**src/rtl/multicycle_control_unit_pkg.sv**
```systemverilog
// Shared constants for the teaching processor: opcodes, control steps and ALU
// operation encodings. The datapath and ALU import the same definitions.
package multicycle_control_unit_pkg;

  localparam logic [2:0] OP_ADD  = 3'b000;
  localparam logic [2:0] OP_SUB  = 3'b001;
  localparam logic [2:0] OP_NAND = 3'b010;
  localparam logic [2:0] OP_RSV0 = 3'b011;
  localparam logic [2:0] OP_OUT  = 3'b100;
  localparam logic [2:0] OP_LDI  = 3'b101;
  localparam logic [2:0] OP_RSV1 = 3'b110;
  localparam logic [2:0] OP_MV   = 3'b111;

  typedef enum logic [1:0] {
    T0 = 2'd0,
    T1 = 2'd1,
    T2 = 2'd2,
    T3 = 2'd3
  } step_e;

  localparam logic [1:0] ALU_ADD  = 2'b00;
  localparam logic [1:0] ALU_SUB  = 2'b01;
  localparam logic [1:0] ALU_NAND = 2'b10;

  function automatic logic [1:0] alu_op_of(input logic [2:0] op);
    case (op)
      OP_ADD:  return ALU_ADD;
      OP_SUB:  return ALU_SUB;
      OP_NAND: return ALU_NAND;
      default: return ALU_ADD;
    endcase
  endfunction

endpackage

```
**src/rtl/multicycle_control_unit_onehot_reg_decoder.sv**
```systemverilog
// Register-index to one-hot enable decoder; all zeros when not enabled.
module onehot_reg_decoder #(
  parameter int RW = 3
) (
  input  logic              en_i,
  input  logic [RW-1:0]     idx_i,
  output logic [2**RW-1:0]  onehot_o
);

  always_comb begin
    onehot_o = '0;
    if (en_i) onehot_o[idx_i] = 1'b1;
  end

endmodule

```
**src/rtl/multicycle_control_unit.sv**
```systemverilog
// Multi-cycle control unit: owns the instruction register and step counter and
// decodes every datapath enable from the current step and instruction.
module multicycle_control_unit
  import multicycle_control_unit_pkg::*;
#(
  parameter  int IW   = 16,
  parameter  int OPW  = 3,
  parameter  int RW   = 3,
  localparam int NREG = 2**RW,
  localparam int IMMW = IW - OPW - RW
) (
  input  logic            Clock,
  input  logic            Resetn,
  input  logic            Run,
  input  logic [IW-1:0]   DIN,
  output logic            IRin,
  output logic [NREG-1:0] Rin,
  output logic [NREG-1:0] Rout,
  output logic            Ain,
  output logic            Gin,
  output logic            Gout,
  output logic            ImmOut,
  output logic [1:0]      AluOp,
  output logic            OutEn,
  output logic [IMMW-1:0] Imediato,
  output logic [1:0]      Step,
  output logic            Done
);

  step_e          step_q, step_d;
  logic [IW-1:0]  ir_q;
  logic [OPW-1:0] op;
  logic [RW-1:0]  rx, ry;
  logic           fetch;
  logic           rin_en, rout_en;
  logic [RW-1:0]  rout_sel;

  assign op       = ir_q[IW-1 -: OPW];
  assign rx       = ir_q[IW-OPW-1 -: RW];
  assign ry       = ir_q[IW-OPW-RW-1 -: RW];
  assign Imediato = ir_q[IMMW-1:0];
  assign Step     = step_q;

  always_ff @(posedge Clock or negedge Resetn) begin
    if (!Resetn) begin
      step_q <= T0;
      ir_q   <= '0;
    end else begin
      step_q <= step_d;
      if (fetch) ir_q <= DIN;
    end
  end

  always_comb begin
    step_d   = step_q;
    fetch    = 1'b0;
    rin_en   = 1'b0;
    rout_en  = 1'b0;
    rout_sel = rx;
    Ain      = 1'b0;
    Gin      = 1'b0;
    Gout     = 1'b0;
    ImmOut   = 1'b0;
    AluOp    = ALU_ADD;
    OutEn    = 1'b0;
    Done     = 1'b0;
    case (step_q)
      T0: begin
        if (Run) begin
          fetch  = 1'b1;
          step_d = T1;
        end
      end
      T1: begin
        step_d = T0;
        case (op)
          OP_ADD, OP_SUB, OP_NAND: begin
            rout_en = 1'b1;
            Ain     = 1'b1;
            step_d  = T2;
          end
          OP_MV: begin
            rout_en  = 1'b1;
            rout_sel = ry;
            rin_en   = 1'b1;
            Done     = 1'b1;
          end
          OP_LDI: begin
            ImmOut = 1'b1;
            rin_en = 1'b1;
            Done   = 1'b1;
          end
          OP_OUT: begin
            rout_en = 1'b1;
            OutEn   = 1'b1;
            Done    = 1'b1;
          end
          default: Done = 1'b1;
        endcase
      end
      T2: begin
        rout_en  = 1'b1;
        rout_sel = ry;
        Gin      = 1'b1;
        AluOp    = alu_op_of(op);
        step_d   = T3;
      end
      T3: begin
        Gout   = 1'b1;
        rin_en = 1'b1;
        Done   = 1'b1;
        step_d = T0;
      end
      default: step_d = T0;
    endcase
  end

  // Run is combinational into IRin, so gate it to keep outputs quiet in reset.
  assign IRin = fetch & Resetn;

  onehot_reg_decoder #(.RW(RW)) u_rin_dec (
    .en_i     (rin_en),
    .idx_i    (rx),
    .onehot_o (Rin)
  );

  onehot_reg_decoder #(.RW(RW)) u_rout_dec (
    .en_i     (rout_en),
    .idx_i    (rout_sel),
    .onehot_o (Rout)
  );

endmodule
```
**config.mk**
```make
export PLATFORM = sky130hd
export DESIGN_NAME = multicycle_control_unit
export DESIGN_NICKNAME = d
export VERILOG_FILES = /design/src/rtl/multicycle_control_unit_pkg.sv /design/src/rtl/multicycle_control_unit_onehot_reg_decoder.sv /design/src/rtl/multicycle_control_unit.sv
export SDC_FILE = /design/constraint.sdc
export NUM_CORES = 1
export LEC_CHECK = 0
export BUFFER_PORTS_ARGS = -buffer_cell sky130_fd_sc_hd__buf_2
export CAP_MARGIN = 20
export CORE_MARGIN = 1
export CORE_UTILIZATION = 30
export CTS_CLUSTER_DIAMETER = 200
export DETAILED_ROUTE_END_ITERATION = 7
export PLACE_DENSITY_LB_ADDON = 0.15
export SYNTH_ARGS = -nofsm -noshare
export SYNTH_HDL_FRONTEND = slang
export SYNTH_SLANG_ARGS = --single-unit
```
**constraint.sdc**
```tcl
create_clock -name Clock -period 2.6 [get_ports Clock]
set_input_delay 0 -clock Clock [delete_from_list [all_inputs] [get_ports Clock]]
set_output_delay 0 -clock Clock [all_outputs]
set_load 0.1 [all_outputs]
```
Yosys cells after proc, flatten, opt, wreduce, memory -nomap -nowiden --
Cells that the tools add are included.
Word-level totals: word-level logic and storage cells 52, output and inout port bits 37, bits in registers 18, input bits 19
Cells by class: mux-type cells 29, reduce and logical (&&, ||, !) cells 7, eq/ne operators 9, bitwise logic cells 1, magnitude comparators 4
Operators with widths (number):
- 8-bit two-way mux | 2
- 1-bit two-way mux | 15
- 3-bit equality test, second input constant | 3
- 3-bit by 4-bit less-than comparator with 1-bit output, second input constant | 2
- 2-bit one-hot mux with 4 select lines | 1
- 1-bit demux with 3-bit select | 2
- 3-bit by 1-bit >= comparator with 1-bit output, second input constant | 2
- 2-bit two-way mux | 3
- 1-bit one-hot mux with 2 select lines | 3
- 3-bit one-hot mux with 2 select lines | 1
- 5-bit OR reduction | 1
- 2-bit equality test, second input constant | 2
- 2-bit one-hot mux with 2 select lines | 1
- 3-bit by 1-bit equality test with 1-bit output, second input constant | 1
- 3-bit by 2-bit equality test with 1-bit output, second input constant | 1
- 3-bit logical NOT | 1
- 3-bit two-way mux | 1
- 3-bit OR reduction | 1
- 2-bit by 1-bit equality test with 1-bit output, second input constant | 1
- 1-bit logical AND | 2
- 2-bit logical NOT | 1
- 2-bit != test, second input constant | 1
- 2-bit OR reduction | 1
- 1-bit AND | 1

Logic depth before layout (Yosys ltp) --
Gate-level depths: netlist of the first run.
depth after elaboration 8, gate-level depth with buffers 6, depth with buffers taken out 6

Modules after synthesis --
From an unflattened synthesis of the first run, not the netlist that was laid out.
Unflattened totals: cells, all modules 98, area total of the unflattened synthesis 1227.4 um^2
By module, submodules not included:
- multicycle_control_unit | cells each 82, instances 1, seq. area each 450.4 um^2, area an instance 1036.0 um^2
- onehot_reg_decoder at u_rin_dec | cells each 8, instances 1, seq. area each 0.0 um^2, area an instance 96.3 um^2
- onehot_reg_decoder at u_rout_dec | cells each 8, instances 1, seq. area each 0.0 um^2, area an instance 95.1 um^2

Worst setup path before layout of the first run --
OpenSTA, ideal clock, no wires.
path kind register -> output, start reg (tool-made name), end out AluOp[0], arrival 5.035 ns, setup slack -2.435 ns, stages on the path, launching flop included 3, required time 2.600 ns, path through dfrtp_1 -> ha_1 -> nor4bb_1
RTL lines:
- to (decl) | RTL line multicycle_control_unit.sv:23 | output logic [1:0] AluOp,

Final worst setup path of the first run --
start reg step_q[0], in the netlist Step[0], end out Rout[5]
On the way: word-level cells in the longest chain between the ends 7, elaborated cells between the ends (all ways) 10
RTL lines:
- from (decl) | RTL line multicycle_control_unit.sv:30 | step_e step_q, step_d;
- from (signal assigned) | RTL line multicycle_control_unit.sv:49 | step_q <= step_d;
- 2-bit equality test or 2-bit by 1-bit equality test with 1-bit output (tied branches) | RTL line multicycle_control_unit.sv:67 | case (step_q)
- 3-bit one-hot mux with 2 select lines | RTL line multicycle_control_unit.sv:67
- 3-bit by 4-bit less-than comparator with 1-bit output (implied by the code) or 3-bit by 1-bit >= comparator with 1-bit output (tied branches) | RTL line multicycle_control_unit_onehot_reg_decoder.sv:12 | if (en_i) onehot_o[idx_i] = 1'b1;
- 1-bit logical AND (implied by the code) | RTL line multicycle_control_unit_onehot_reg_decoder.sv:12
- 1-bit two-way mux (implied by the code) | RTL line multicycle_control_unit_onehot_reg_decoder.sv:12
- 1-bit demux with 3-bit select
- 8-bit two-way mux * | RTL line multicycle_control_unit_onehot_reg_decoder.sv:12
- to (decl) | RTL line multicycle_control_unit.sv:18 | output logic [NREG-1:0] Rout,
Mark *: on every way between the ends. The rest lies on a longest branch, timed or not.

==> summary by stage, run 1 <==
Outcome
The run finished with clean final reports.

Worst setup path
The element type at the critical path end is a primary output. The slowest stage of the critical path belongs to the cell dfrtp_2. In this run the worst path has a maximum fanout of 7. Data arrives at the worst endpoint at approximately 2.5 ns.

The startpoint class of the critical path is a register. The setup path with the least slack is of type reg -> out. The critical path's largest stage delay is 0.43 ns.

For the worst setup path, the data required time is 2.60 ns. Walking the worst path, the cells encountered are inv_1 -> ha_1 -> nand2b_1 -> a32o_1 -> o211ai_2 -> nor2_4 -> buf_2.

Global routing
Entering global routing, the biggest net connects 20 pins. The first global-routing pass estimated 4820 um of wire. The via count of the first global-routing pass is about 1100. The initial antenna violation count is 0. Across every metal layer, demand over resource in global routing totals 14.5%. Summed over all layers, the global routing overflow is 0.

Yosys
The share of the yosys chip area belonging to registers is between 30% and 40%. The average instance in the mapped netlist occupies approximately 10 um^2. After synthesis the netlist holds a flip-flop and latch count of 18. The net count of the mapped netlist is 136.

The cell count after synthesis is 113. The count of synthesis-stage warnings from yosys is 0. The number of distinct library cells after synthesis is 28. The cell area after synthesis is around 0.0012 mm^2.

Timing
The final setup violation count is 0. The number of pins exceeding their max-slew limit in the final report came to 0. The shortest period the worst path allows is 2.45 ns. Headroom to the max-slew limit came out at 56.7%. The post-route clock period utilization is 94.4%. The pin slew with the least headroom to its limit is 0.647 ns.

The worst path setup slack after routing is 0.146 ns. Setup repair after global routing left no endpoint under its margin. The hold violation total from the final report is 0. Clock skew on the completed layout was measured at 0.00481 ns. The maximum clock frequency is 0.408 GHz. Setup total negative slack on the finished layout was measured at 0 ns. The worst hold margin is about 0.049 ns.

Floorplan
Once the floorplan was initialized, standard cells occupied about a third of the core. The row count is 22. The die covers between 0.004 and 0.005 mm^2.

From bottom edge to top edge, the die measures 64.7 um. The core region is 0.00372 mm^2. The die is 64.7 um wide. 56 I/O pins were placed.

Finish
The final design utilization is between 40% and 50%. The layout overhead on the synthesized area is 51.3%. The post-route netlist has between 60 and 70% of its cells at a drive strength greater than 1. In the final design database the tool counted between 150 and 200 nets. The number of antenna repair diodes is 0.

Placed design
The pre-CTS setup slack is 0.416 ns. The count of buffers from port buffering is 55. The final estimated routing congestion in global placement is 0.777. The detailed placement HPWL is between 2000 and 2500 um.

Drt
The total wire length is 2720 um. The detailed router finished its first iteration with 40 violations. The via count of the routed design is 1076. After detailed routing, the average wire length per cell comes to 12.2 um. The number of antenna-violating nets in the routed design is 0. The number of iterations in the first detailed-routing pass is 4. Using the TritonRoute via totals, the vias-per-cell ratio works out to 4.83. For this run, design rule violations remaining after detail routing come to 0.

Run
Across the run, the number of max-cap violations was 0.

Clock network
CTS built an H-tree with a depth of 1. After clock tree synthesis, the clock-pin slew on the worst setup and hold paths is 0.07 ns. The buffers inserted during post-CTS setup optimization is 0.

The clock latency at the later pin of the worst-skew pair is 0.25 ns. The tree is rooted in a clkbuf_8. The CTS buffer count is 3. CTS saw 18 sinks. TritonCTS built the clock tree. The maximum clock insertion buffer count is 2.

Hold path
The path type of the worst min-delay path is in -> reg.
per-stage QoR:
stage / std cells / instance area, um^2
after floorplan: 113 / 1340
after global placement: 202 / 1560
after detailed placement: 202 / 1560
after CTS: 223 / 1780
after global routing: 223 / 1790
final: 223 / 1790
worst paths after layout:
path	start	to	slack (ns)	cells after the start
setup / recovery	Step[0]$_DFFE_PN0P_	Rout[5]	0.15	7
hold / removal	Run	Step[0]$_DFFE_PN0P_	0.05	3
setup reg to reg	Step[0]$_DFFE_PN0P_	ir_q[11]$_DFFE_PN0P_	0.78	4
hold reg to reg	ir_q[3]$_DFFE_PN0P_	ir_q[3]$_DFFE_PN0P_	0.51	1
max in group asynchronous	Resetn	Step[0]$_DFFE_PN0P_	2.05	2
min in group asynchronous	Resetn	ir_q[10]$_DFFE_PN0P_	0.23	2
per-layer routing:
metal | up-vias | share of wire [%] | GRT usage [%]
met5 | - | 0 | 0
met4 | 0 | 0.99 | 5.83
met3 | 4 | 4.2 | 1.94
met2 | 37 | 51 | 24.5
met1 | 516 | 44 | 18.5
li1 | 519 | - | -
critical path, delay by kind of cell (launching register included):
family                   cells  cell delay [ns]
buffers and inverters        2             0.59
AO/OA/AOI/OAI                2             0.44
flip-flops                   1             0.43
AND/OR/NAND/NOR              2             0.40
adder cells (fa/ha/maj)      1             0.35
timing repair:
item	in CTS	in global routing
endpoints found under the hold margin	34	0
setup endpoints to repair	0	3
hold buffers	17	0
gates resized for setup	0	3
sequential cells by signal (all words and copies together), names as in the netlist, named ones only:
register / flops
ir_q: 16
Step: 1
logic make-up after synthesis:
group                      count (synthesis)  share of synthesized area (%)
xor gates and xnor gates                   1                          0.742
buffers and inverters                     18                           10.6
DFF                                       18                           38.2
and+or+nand+nor                           40                           17.8
muxes                                     17                           16.2
AOI/OAI and AO/OA                         15                           12.2
adders and majority gates                  4                           4.24
Yosys cell counts:
master,n,area (um^2)
nor3b_1,1,7.51
nor3_1,3,15.0
a41o_1,1,10.0
and3b_1,1,8.76
buf_4,11,82.6
and3_1,1,6.26
a21oi_1,1,5.00
a32oi_1,2,17.5
nand4_2,1,12.5
a32o_1,3,30.0
nand2_1,7,26.3
buf_6,2,22.5
a211oi_2,1,12.5
and2_2,3,22.5
nor2_1,16,60.1
buf_2,1,5.00
xor2_1,1,8.76
a32oi_2,1,16.3
nand2b_1,4,25.0
o211ai_2,2,25.0
dfrtp_1,18,450
ha_1,4,50.1
inv_1,4,15.0
mux2_2,17,191
or2_2,1,6.26
nor4bb_1,2,20.0
a21o_1,2,15.0
a31oi_1,2,12.5
final cells by class:
type                       count  area (um^2)
clock buffer                   4         45.0
fill                         350         1930
inverter                       4         15.0
multi-input combinational     77          759
sequential                    18          453
tap                           48         60.1
timing repair buffer          72          453
cells in the final DEF, fill, tap and decap left out, types with 3 or more instances in the layout:
cell           instances
a32o_1                 3
and2_2                 3
buf_2                 52
clkbuf_4               3
clkbuf_8               3
dfrtp_1               16
dlygate4sd3_1         17
inv_1                  4
mux2_2                17
nand2_1                7
nand2b_1               4
nor2_2                 7
nor2_4                 8
Power of run 1 is left out: the tool's default activity adds up to more than one toggle a clock period on the data nets, which glitch-free logic cannot reach.
==> run 2, diff against run 1 <==
--- a/config.mk
+++ b/config.mk
@@ -11,6 +11,7 @@
 export CORE_UTILIZATION = 30
 export CTS_CLUSTER_DIAMETER = 200
 export DETAILED_ROUTE_END_ITERATION = 7
+export MAX_ROUTING_LAYER = met4
 export PLACE_DENSITY_LB_ADDON = 0.15
 export SYNTH_ARGS = -nofsm -noshare
 export SYNTH_HDL_FRONTEND = slang
==> summary by stage, run 2 (same netlist as run 1, synthesis figures left out) <==
Finish
The number of flip-flops under the largest register name is 16 (unchanged). The fraction of layout cells with a size suffix above 1 was 62.3% (unchanged). The combined flip-flop and latch cell area is 453 um^2 (unchanged). The final net count is 199 (unchanged). The library cell used most frequently in the layout, excluding fill and tap cells, is buf_2.

The layout overhead on the synthesized area is 51.3% (unchanged). The footprint of the multi-input gates is 759 um^2 (unchanged). The final design utilization is 48.0% (unchanged). Ranked by flip-flop count, first place goes to ir_q. The final instance area is 0.00179 mm^2 (unchanged). The top cell types in the final layout, fill and taps aside, are buf_2, mux2_2, dlygate4sd3_1. The count of filler cells inserted in the layout is 350 (unchanged). The number of antenna repair diodes was 0 (unchanged).

Clock network
TritonCTS built the clock tree. The maximum clock insertion buffer count is 2 (unchanged). CTS placed an instance of clkbuf_8 at the clock tree root. The CTS buffer count was 3 (unchanged).

The clock transition at the register clock pins on the worst setup and hold paths after CTS was 0.07 ns (about the same). The clock latency at the later pin of the worst-skew pair is 0.25 ns (about the same). The total number of H-tree levels is 1 (unchanged). The TritonCTS sink count was 18 (unchanged).

Timing
The pin slew with the least headroom to its limit came to 0.650 ns (+0.00298 ns). The hold violation total from the final report is 0 (unchanged). The clock tree skew after final layout was 0.00445 ns (-0.000357 ns).

The worst slew margin relative to its limit was 56.5% (-0.20 points). The number of pins exceeding their max-slew limit in the final report is 0 (unchanged). The shortest period the worst path allows is 2.45 ns (+0.000317 ns). The maximum clock frequency is 0.407 GHz (about the same). The final setup violation count came to 0 (unchanged). The worst path setup slack after routing is 0.146 ns (-0.000317 ns). Setup repair after global routing left no endpoint under its margin. The post-route clock period utilization is 94.4% (about the same).

Worst setup path
The critical path is of the reg -> out type. The worst-case register-to-register setup slack came to 0.78 ns (about the same). The count of cells along the worst register-to-register path is 4 (unchanged). The worst reg2reg path endpoint is ir_q[11]$_DFFE_PN0P_. The critical path goes through inv_1 -> ha_1 -> nand2b_1 -> a32o_1 -> o211ai_2 -> nor2_4 -> buf_2.

The maximum fanout along the worst path came to 7 (unchanged). The arrival time of data at the critical path endpoint came to 2.45 ns (about the same). The worst path required time is 2.60 ns (about the same). The worst path buffer plus inverter count is 2 (unchanged). The startpoint class of the critical path is a register. The kind of cell with the highest combined delay on the critical path is buffers and inverters. The worst setup path is captured at a primary output. The critical path's largest stage delay is 0.43 ns (about the same). The slowest cell on the critical path is dfrtp_2. The worst register-to-register path begins at Step[0]$_DFFE_PN0P_.

Drt
The via count of the routed design is 1074 (-0.19%). The total wire length came to 2710 um (-0.33%). The number of antenna-violating nets in the routed design is 0 (unchanged).

The post-detailed-route DRC marker count is 0 (unchanged). The post-detailed-route wirelength per cell is 12.2 um (-0.33%). The per-cell via count in the routed design came to 4.82 (-0.19%). The number of iterations in the first detailed-routing pass is 4 (unchanged). The DRC violation total after the first TritonRoute iteration is 39 (-2.5%).

Hold path
The number of cells on the worst hold path is 3 (unchanged). The end of the worst hold path is Step[0]$_DFFE_PN0P_. In this run the most critical hold path is launched from Run. In this run the worst hold path is classified as in -> reg.

Global routing
The total congestion overflow after global routing is 0 (unchanged). The overall global routing resource usage is 14.9% (+0.40 points). The first-pass GRT wire length is 4820 um (+0.15%). The via count of the first global-routing pass is 1052 (+0.19%). The initial antenna violation count is 0 (unchanged). The maximum number of pins on one net before global-route repair is 20 (unchanged).

Placed design
The count of buffers from port buffering is 55 (unchanged). The final estimated routing congestion in global placement is 0.787 (+1.4%). The pre-CTS setup slack is 0.416 ns (unchanged). The total cell area at the placement stage is 0.00156 mm^2 (unchanged).

The detailed placement HPWL was 2110 um (unchanged).

Floorplan
The number of top-level pins came to 56 (unchanged). The row count is 22 (unchanged). The area of the core is 0.00372 mm^2 (unchanged). The effective utilization at floorplan is 31.8% (unchanged).

The width of the die is 64.7 um (unchanged). The die boundary height is 64.7 um (unchanged). The die area is 0.00419 mm^2 (unchanged).

Outcome
The run finished with clean final reports.

Run
The number of max-cap violations is 0 (unchanged).
-- run 2: final cells by class --
cell class	instances	area share, %
clock buffer	4	2.52
tap	48	3.36
sequential	18	25.4
inverter	4	0.841
multi-input combinational	77	42.5
timing repair buffer	72	25.4
-- run 2: through the flow --
step	hold WS [ns]	std cells	setup TNS, ns
after floorplan	-0.296	113	-0.552
after global placement	-0.0508	202	0
after detailed placement	-0.0361	202	0
after CTS	0.0413	223	0
after global routing	0.0804	223	0
final	0.0473	223	0
-- run 2: per-layer routing --
layer / track usage [%] / vias to the layer above / part of all wire, %
met2: 24.5 / 37 / 51
met5: - / - / 0
met1: 18.8 / 515 / 44
li1: - / 518 / -
met4: 5.83 / 0 / 0.99
met3: 1.58 / 4 / 3.9
-- run 2: timing repair --
action / 4_1_cts / 5_1_grt
endpoints found under the setup margin: 0 / 3
hold endpoints to repair: 34 / 0
hold buffers: 17 / 0
buffers inserted: 0 / 0
resized for setup: 0 / 3
-- run 2: worst max path at each step --
stage	startpoint	endpoint	cells past startpoint	slack, ns
after floorplan	Step[0]$_DFFE_PN0P_	Rout[2]	6	-0.17
after global placement	Step[0]$_DFFE_PN0P_	Rout[6]	7	0.47
after detailed placement	Step[0]$_DFFE_PN0P_	Rout[6]	7	0.42
after CTS	Step[0]$_DFFE_PN0P_	Rout[6]	7	0.12
after global routing	Step[0]$_DFFE_PN0P_	Rout[4]	7	0.01
final	Step[0]$_DFFE_PN0P_	Rout[5]	7	0.15
-- run 2: worst reg2reg max path, delay by kind of cell, from the launching register on --
family | cells | cell delay (ns)
buffers and inverters | 1 | 0.16
muxes | 1 | 0.44
and+or+nand+nor | 1 | 0.41
adders and majority gates | 1 | 0.26
DFF | 1 | 0.43
Power of run 2 is left out for the same reason.
==> run 3, diff against run 2 <==
--- a/config.mk
+++ b/config.mk
@@ -5,7 +5,7 @@
 export SDC_FILE = /design/constraint.sdc
 export NUM_CORES = 1
 export LEC_CHECK = 0
-export BUFFER_PORTS_ARGS = -buffer_cell sky130_fd_sc_hd__buf_2
+export BUFFER_PORTS_ARGS = -buffer_cell sky130_fd_sc_hd__buf_4
 export CAP_MARGIN = 20
 export CORE_MARGIN = 1
 export CORE_UTILIZATION = 30
@@ -13,6 +13,7 @@
 export DETAILED_ROUTE_END_ITERATION = 7
 export MAX_ROUTING_LAYER = met4
 export PLACE_DENSITY_LB_ADDON = 0.15
+export REMOVE_ABC_BUFFERS = 1
 export SYNTH_ARGS = -nofsm -noshare
 export SYNTH_HDL_FRONTEND = slang
 export SYNTH_SLANG_ARGS = --single-unit
==> summary by stage, run 3 (same netlist as run 1, synthesis figures left out) <==
Outcome
The run finished with clean final reports.

Floorplan
The area of the core was 0.00372 mm^2 (unchanged). The width of the die is 64.7 um (unchanged). The number of top-level pins is 56 (unchanged). The effective utilization at floorplan is 31.8% (unchanged).

The row count is 22 (unchanged). The die boundary height was 64.7 um (unchanged). The die area came to 0.00419 mm^2 (unchanged).

Worst setup path
The worst setup path is captured at a primary output. The startpoint identified for the worst register-to-register timing path is Step[0]$_DFFE_PN0P_. The maximum fanout along the worst path is 7 (unchanged). The startpoint class of the critical path is a register. The arrival time of data at the critical path endpoint came to 2.28 ns (-0.17 ns). The setup path with the least slack is of type reg -> out. The worst path required time is 2.60 ns (about the same). The count of cells along the worst register-to-register path is 4 (unchanged). The worst reg2reg path endpoint is ir_q[4]$_DFFE_PN0P_. The worst-case register-to-register setup slack came to 0.78 ns (about the same).

Timing
The worst hold margin was 0.0587 ns (+0.0114 ns). The post-route clock period utilization is 87.7% (-6.7 points). The pin slew with the least headroom to its limit came to 0.675 ns (+0.0247 ns).

The final setup violation count came to 0 (unchanged). The shortest period the worst path allows is 2.28 ns (-0.173 ns). The worst slew margin relative to its limit is 54.9% (-1.6 points). The hold violation total from the final report was 0 (unchanged). The worst path setup slack after routing is 0.319 ns (+0.173 ns). The clock tree skew after final layout is 0.00461 ns (+0.000158 ns). The number of pins exceeding their max-slew limit in the final report was 0 (unchanged). The maximum clock frequency is 0.438 GHz (+7.6%). Setup repair after global routing left no endpoint under its margin.

Drt
The post-detailed-route DRC marker count is 0 (unchanged). The post-detailed-route wirelength per cell is 13.2 um (+8.4%). The DRC violation total after the first TritonRoute iteration came to 30 (-23%).

The via count of the routed design came to 1063 (-1.0%). The total wire length was 2930 um (+7.9%). The per-cell via count in the routed design is 4.79 (-0.58%). The number of iterations in the first detailed-routing pass is 4 (unchanged). The number of antenna-violating nets in the routed design is 0 (unchanged).

Global routing
The total congestion overflow after global routing is 0 (unchanged). The maximum number of pins on one net before global-route repair is 20 (unchanged). The overall global routing resource usage came to 14.6% (-0.32 points). The first-pass GRT wire length is 4620 um (-4.1%).

The initial antenna violation count was 0 (unchanged). The via count of the first global-routing pass is 1070 (+1.7%).

Clock network
The TritonCTS sink count is 18 (unchanged). The total number of H-tree levels is 1 (unchanged). The buffers inserted during post-CTS setup optimization is 0 (unchanged).

The quantity of hold-fixing buffers added after cts was 17 (unchanged). The CTS buffer count is 3 (unchanged). The clock latency at the later pin of the worst-skew pair is 0.25 ns (about the same). CTS placed an instance of clkbuf_8 at the clock tree root. The clock transition at the register clock pins on the worst setup and hold paths after CTS is 0.06 ns (about the same). TritonCTS built the clock tree. The number of gates given a new drive strength after cts is 0 (unchanged). The maximum clock insertion buffer count came to 2 (unchanged).

Placed design
The pre-CTS setup slack is 0.579 ns (+0.163 ns). The cell total after placement is 202 (unchanged). The final estimated routing congestion in global placement is 0.747 (-5.1%). The detailed placement HPWL was 2150 um (+1.5%). The total cell area at the placement stage is 0.00154 mm^2 (-1.3%). The count of buffers from port buffering is 55 (unchanged).

Hold path
The number of cells on the worst hold path is 3 (unchanged). The end of the worst hold path is Step[0]$_DFFE_PN0P_. In this run the worst hold path is classified as in -> reg. The start point of the worst min-delay path is Run.

Finish
Leaving out fill and tap cells, the most frequent cell in the layout is buf_4. The layout overhead on the synthesized area is 48.7%. In the layout the commonest cells are buf_4, dfrtp_1, mux2_2, dlygate4sd3_1, nor2_1. ir_q holds more flip-flops than any other register. The final net count is 199 (unchanged).

The number of flip-flops under the largest register name is 16 (unchanged). The final instance area is 0.00175 mm^2 (-1.8%). The fraction of layout cells with a size suffix above 1 is 48.3% (-14 points). The count of non-filler cells in the finished layout came to 222 (-0.45%). The number of antenna repair diodes came to 0 (unchanged).

Run
The number of max-cap violations is 0 (unchanged).
==> run 3: final cells by class <==
| type | instances | area (um^2) |
|---|---|---|
| Fill cell | 390 | 1960 |
| Multi-Input combinational cell | 77 | 604 |
| Timing Repair Buffer | 72 | 583 |
| Sequential cell | 18 | 450 |
| Tap cell | 48 | 60.1 |
| Clock buffer | 3 | 41.3 |
| Inverter | 4 | 15.0 |
==> run 3: worst max-delay path, cell delays in order (launching register included) <==
cell     delay, ns
dfrtp_1       0.42
inv_1         0.09
ha_1          0.42
nand4_2       0.22
a32oi_1       0.33
nand2_1       0.11
nor2_1        0.14
buf_4         0.31
==> run 3: worst max-delay path by stage <==
| stage | end | startpoint | slack (ns) |
|---|---|---|---|
| after floorplan | AluOp[0] | register | -2.43 |
| after global placement | Rout[2] | Step[0]$_DFFE_PN0P_ | 0.71 |
| after detailed placement | Rout[4] | register | 0.58 |
| after CTS | Rout[4] | Step[0]$_DFFE_PN0P_ | 0.29 |
| after global routing | Rout[4] | Step[0]$_DFFE_PN0P_ | 0.17 |
| final | Rout[4] | register | 0.32 |
==> run 3: per-layer routing <==
layer	vias up	wire length, um	global-route usage [%]
li1	511	-	-
met4	0	12	5.00
met1	512	1200	15.4
met3	2	148	1.58
met5	-	0	-
met2	38	1570	27.9
==> run 3: metrics by stage <==
step / utilization (%) / setup TNS, ns
after floorplan: - / -26.75
after global placement: 41.5 / 0
after detailed placement: 41.5 / 0
after CTS: 47.2 / 0
after global routing: 47.2 / 0
final: 47.2 / 0
Power of run 3 is left out for the same reason.
